===== config.mk =====
export PLATFORM = sky130hd
export DESIGN_NAME = plaintext_packer
export DESIGN_NICKNAME = d
export VERILOG_FILES = /design/src/rtl/aes_usb_pkg.sv /design/src/rtl/pad_gen.sv /design/src/rtl/plaintext_packer.sv
export SDC_FILE = /design/constraint.sdc
export NUM_CORES = 1
export LEC_CHECK = 0
export ABC_AREA = 0
export CAP_MARGIN = 15
export CORE_ASPECT_RATIO = 1.4
export CORE_MARGIN = 5
export CORE_UTILIZATION = 63
export CTS_CLUSTER_SIZE = 16
export DETAILED_ROUTE_END_ITERATION = 8
export DONT_BUFFER_PORTS = 1
export GPL_ROUTABILITY_DRIVEN = 0
export GPL_TIMING_DRIVEN = 0
export PLACE_DENSITY = 0.79
export SETUP_SLACK_MARGIN = 0.2
export SYNTH_ARGS = -nofsm -noshare
export SYNTH_HDL_FRONTEND = slang
export SYNTH_SLANG_ARGS = --single-unit
export TNS_END_PERCENT = 5

===== constraint.sdc =====
create_clock -name clk -period 2.2 [get_ports clk]
set_input_delay 0.22 -clock clk [delete_from_list [all_inputs] [get_ports clk]]
set_output_delay 0.22 -clock clk [all_outputs]
set_load 0.01 [all_outputs]

===== src/rtl/aes_usb_pkg.sv =====
// Shared types and sizes for the USB-to-AES plaintext path.
package aes_usb_pkg;

    typedef enum logic [1:0] {
        FILL     = 2'd0,
        START    = 2'd1,
        WAIT_AES = 2'd2,
        PAD      = 2'd3
    } state_t;

    localparam int BLOCK_BYTES = 16;
    localparam int BLOCK_W     = 128;

endpackage


===== src/rtl/pad_gen.sv =====
// PKCS#7-style pad value and last-pad-byte flag derived from the byte count.
// Only built when PLAINTEXT_PAD_EN is defined.
`ifdef PLAINTEXT_PAD_EN
module pad_gen #(
    parameter int NUM_BYTES = 16,
    parameter int BC_W      = 5
) (
    input  logic [BC_W-1:0] i_byte_cnt,
    output logic [7:0]      o_pad_value,
    output logic            o_last
);

    assign o_pad_value = 8'(NUM_BYTES) - 8'(i_byte_cnt);
    assign o_last      = (i_byte_cnt == BC_W'(NUM_BYTES - 1));

endmodule
`endif


===== src/rtl/plaintext_packer.sv =====
// Packs bytes from the plaintext FIFO into a block and hands it to the AES core.
// Optional flush/padding support is enabled with the PLAINTEXT_PAD_EN macro.
module plaintext_packer
    import aes_usb_pkg::*;
#(
    parameter int NUM_BYTES = BLOCK_BYTES,
    parameter int CNT_W     = 16
) (
    input  logic                   clk,
    input  logic                   n_rst,
    input  logic                   fifo_empty,
    input  logic [7:0]             fifo_r_data,
    output logic                   fifo_r_enable,
    input  logic                   aes_busy,
    input  logic                   aes_complete,
    output logic                   aes_start,
    output logic [8*NUM_BYTES-1:0] block_data,
    output logic [CNT_W-1:0]       blk_count
`ifdef PLAINTEXT_PAD_EN
    ,
    input  logic                   flush
`endif
);

    localparam int BC_W = $clog2(NUM_BYTES) + 1;
    localparam logic [BC_W-1:0] LAST_IDX = BC_W'(NUM_BYTES - 1);

    state_t                   r_state;
    state_t                   w_state_next;
    logic [BC_W-1:0]          r_byte_cnt;
    logic [8*NUM_BYTES-1:0]   r_block;
    logic [CNT_W-1:0]         r_blk_count;
    logic                     w_pop;
    logic                     w_wr_en;
    logic [7:0]               w_wr_byte;

    assign w_pop         = (r_state == FILL) && !fifo_empty;
    assign fifo_r_enable = w_pop;
    assign block_data    = r_block;
    assign blk_count     = r_blk_count;

`ifdef PLAINTEXT_PAD_EN
    logic [7:0]      r_pad_val;
    logic [BC_W-1:0] w_pad_cnt;
    logic [7:0]      w_pad_value;
    logic            w_pad_last;

    // In FILL the pad value must account for a byte popped alongside flush.
    assign w_pad_cnt = (r_state == FILL) ? (r_byte_cnt + BC_W'(w_pop)) : r_byte_cnt;

    pad_gen #(
        .NUM_BYTES (NUM_BYTES),
        .BC_W      (BC_W)
    ) u_pad_gen (
        .i_byte_cnt  (w_pad_cnt),
        .o_pad_value (w_pad_value),
        .o_last      (w_pad_last)
    );

    assign w_wr_en   = w_pop || (r_state == PAD);
    assign w_wr_byte = (r_state == PAD) ? r_pad_val : fifo_r_data;

    always_ff @(posedge clk or negedge n_rst) begin
        if (!n_rst) begin
            r_pad_val <= '0;
        end else if (r_state == FILL && w_state_next == PAD) begin
            r_pad_val <= w_pad_value;
        end
    end
`else
    assign w_wr_en   = w_pop;
    assign w_wr_byte = fifo_r_data;
`endif

    always_comb begin
        w_state_next = r_state;
        aes_start    = 1'b0;
        case (r_state)
            FILL: begin
                if (w_pop && r_byte_cnt == LAST_IDX) begin
                    w_state_next = START;
                end
`ifdef PLAINTEXT_PAD_EN
                else if (flush && r_byte_cnt != '0) begin
                    w_state_next = PAD;
                end
`endif
            end
            START: begin
                if (!aes_busy) begin
                    aes_start    = 1'b1;
                    w_state_next = WAIT_AES;
                end
            end
            WAIT_AES: begin
                if (aes_complete) begin
                    w_state_next = FILL;
                end
            end
            PAD: begin
`ifdef PLAINTEXT_PAD_EN
                if (w_pad_last) begin
                    w_state_next = START;
                end
`else
                w_state_next = FILL;
`endif
            end
            default: w_state_next = FILL;
        endcase
    end

    always_ff @(posedge clk or negedge n_rst) begin
        if (!n_rst) begin
            r_state     <= FILL;
            r_byte_cnt  <= '0;
            r_block     <= '0;
            r_blk_count <= '0;
        end else begin
            r_state <= w_state_next;
            if (r_state == WAIT_AES && aes_complete) begin
                r_byte_cnt <= '0;
            end else if (w_wr_en) begin
                r_byte_cnt <= r_byte_cnt + BC_W'(1);
            end
            if (aes_start) begin
                r_blk_count <= r_blk_count + CNT_W'(1);
            end
            // Old bytes are never cleared; each lane is simply overwritten in turn.
            for (int i = 0; i < NUM_BYTES; i++) begin
                if (w_wr_en && r_byte_cnt == BC_W'(i)) begin
                    r_block[8*i +: 8] <= w_wr_byte;
                end
            end
        end
    end

endmodule


==> key figures <==
Pwr
  – Pwr Density: ~1400 nW/um^2
  – Net Sw Frac: 32.1%
  – VDD IR max: between 0.8 and 0.9 mV
  – Switching power total: 3.13 mW
  – Clock share of power: around 30%
  – Seq pwr share: 53.8%
  – Combinational share of power: between 15 and 20%
  – Pwr Total: a little under 10 mW
  – Leak Pwr: ~3.3 nW
  – Int Pwr: about 6.6 mW

Timing
  – Final period utilization: about nine tenths
  – Slew Viols, Final: 0
  – Min cycle time layout: just under 2 ns
  – Final hold violation count: 151
  – Max Freq: 514 MHz
  – Minimum hold slack: -0.504 ns
  – RSZ-0062 raised after global routing: yes
  – Fin Setup TNS: 0 ns
  – Worst Skew: just over 0.009 ns
  – Setup violations, final: 0
  – Slew @ Worst Pin: 0.642 ns
  – Setup slack after layout: between 0.2 and 0.3 ns
  – Rel. slew slack: 57.0%

Cells and area
  – Most common cell after layout, fill and taps aside: dfrtp_1
  – Fillers: approximately 590
  – Final instance area: 6850 um^2
  – Most frequent cells in the layout: dfrtp_1, mux2_2, clkbuf_16, xnor2_1, nand2_1
  – # diodes: 0
  – Final Core Density: approximately 73%
  – Area grow syn2layout: 14.3%
  – Share of cells above drive strength 1: a little over two fifths
  – Post-Layout Cell Count: between 500 and 600
  – Final Net Count: 441

GRT
  – Vias in the first global route: about 3500
  – Total gr overflow: 0
  – Initial antenna violation count: 0
  – Largest net degree at the start of global routing: 152
  – First-pass GRT wire length: 20200 um
  – All-Layer GR Usage: a little under a quarter

Yosys
  – Seq cells post-synth: approximately 150
  – Largest cells by area after synthesis: dfrtp_1, mux2_2, xnor2_1, ha_1, nand2_2
  – Cell type with the largest total area after synthesis: dfrtp_1
  – Yosys Warn Count: 0
  – Gate Count Post-Synth: slightly below 400
  – Mapped Area: 5990 um^2
  – Syn Nets: a little over 400
  – Share of the synthesized area in the top cell type: ~63%
  – Distinct cells, synth: 31
  – Largest family of logic cells by synthesized area: multiplexers
  – Adder-cell share of the synthesized area: ~1.3%
  – Sequential share of the synthesized area: 63.1%
  – Compound-Gate Fraction of Synth Area: 0.272%
  – Synth Area in XOR/XNOR: 2.63%
  – Mux contribution to synthesized area: between 20% and 30%
  – Avg Cell Area, Syn: between 15 and 20 um^2
  – Simple-Gate Fraction of Synth Area: 6.70%

Placement
  – Port bufs: 0
  – Placed cell areas: about 6000 um^2
  – Setup WS pre-CTS: -0.242 ns
  – Placed insts: 501
  – Detailed Place HPWL: 8520 um

Critical path
  – Critical Path Source Type: register
  – Crit-path max cell delay: between 0.4 and 0.5 ns
  – WP buf/inv: 0
  – CP max FO: 8
  – Critical path arrival: between 2 and 2.5 ns
  – Critical Path RT: approximately 2.5 ns
  – Worst setup EP type: register
  – Largest delay share family, worst path: simple AND/OR/NAND/NOR gates
  – Setup CP Type: reg2reg
  – Slowest stage cell, crit path: nand3_1
  – Worst path cell trace: nor4_4, nand3_1, mux2_2

Detailed routing
  – Drt total wl: around 13000 um
  – Final ANT Viol Nets: 0
  – Drt first pass iters: 4
  – DR DRC count: 0
  – Initial drt markers: roughly 130
  – Vias: 3203
  – Vias per cell: 5.88
  – DR WL/cell: between 20 and 25 um

Run
  – MaxCap Viol Count: 0

Run status
  – Failing checks: negative hold slack
  – Outcome: finished with violations

Die
  – Die area: 11600 um^2
  – Row count: between 40 and 50
  – Die width: roughly 90 um
  – I/O Pins: ~160
  – Die H: between 100 and 150 um
  – Core area: between 9000 and 10000 um^2
  – Initial core utilization: a little under two thirds

Clock network
  – TritonCTS buffer count: 17
  – Clk_lat worst skew: between 0.4 and 0.5 ns
  – Hold buffers post-CTS: 10
  – Clk sinks: ~150
  – Root buffer cell: clkbuf_16
  – CTS clk-pin slew, worst paths: ~0.060 ns
  – CTS tree: built
  – H-tree depth: 4
  – Clock Path Buffers: 2

Worst hold path
  – Type of the tightest min-delay check: in2async
cells in the mapped netlist, drive strengths merged:
| library cell | instances |
|---|---|
| o31ai | 1 |
| nor4b | 1 |
| a31o | 1 |
| or3b | 1 |
| nor3 | 3 |
| nor4 | 3 |
| nor2b | 3 |
| xnor2 | 13 |
| nand3 | 11 |
| and2 | 3 |
| nor2 | 8 |
| or2 | 1 |
| ha | 6 |
| nand2 | 21 |
| nand4 | 3 |
| mux2 | 128 |
| xor2 | 5 |
| dfrtp | 151 |
| mux2i | 2 |
| inv | 6 |
| and3 | 3 |
| clkbuf | 10 |
| buf | 7 |
what timing repair did:
| action | in CTS | in global routing |
|---|---|---|
| resized for setup | 1 | 0 |
| buffers inserted | 2 | 0 |
| pin swaps | 0 | 1 |
| endpoints found under the hold margin | 201 | 151 |
| endpoints found under the setup margin | 9 | 69 |
state kept, by name (all words and copies together), names as in the netlist:
register / cells
r_state: 2
r_byte_cnt: 5
block_data: 128
blk_count: 16
layout make-up:
cell class	instances	area (um^2)	share of cell area [%]
inverters	6	22.5	0.329
plain buffers	17	77.6	1.13
clock inverters	12	141	2.06
well taps	110	138	2.01
flip-flops and latches	151	3780	55.2
repair buffers	12	115	1.68
clock buffers	20	457	6.67
multi-input cells	217	2120	31.0
cell families (layout without fill, tap and decap cells):
| family | Yosys count | count (layout) |
|---|---|---|
| DFF | 151 | 151 |
| adders and majority gates | 6 | 6 |
| and+or+nand+nor | 61 | 61 |
| xor gates and xnor gates | 18 | 18 |
| buffers and inverters | 23 | 67 |
| muxes | 130 | 130 |
| AOI/OAI and AO/OA | 2 | 2 |
power groups by stage:
stage	registers [mW]	logic (mW)	clock network, mW
CTS	5.29	1.64	2.92
finish	5.24	1.62	2.88
global placement	5.28	1.50	0
global route	5.39	1.82	3.05
detailed placement	5.32	1.60	0
floorplan	4.95	1.38	0
path summary, 6_finish.rpt:
kind | start | endpoint | slack (ns) | depth (start not counted)
max reg2reg | r_state[1] | block_data[24] | 0.26 | 3
max in group asynchronous | n_rst | r_state[0] | 2.51 | 0
min | n_rst | block_data[52] | -0.50 | 0
max | r_state[1] | block_data[24] | 0.26 | 3
min in group clk | aes_complete | r_byte_cnt[2] | 0.08 | 3
min reg2reg | blk_count[15] | blk_count[15] | 0.53 | 1
per-layer routing:
layer / vias to the layer above / part of all wire, % / routed length [um] / global-route usage (%)
met5: - / 0 / 0 / 0
met2: 109 / 53 / 6740 / 39.4
met1: 1644 / 37 / 4670 / 26.3
li1: 1429 / - / - / -
met4: 0 / 2.2 / 277 / 8.66
met3: 21 / 7.6 / 961 / 9.07
Note: power is estimated with default switching activity, not from simulation.
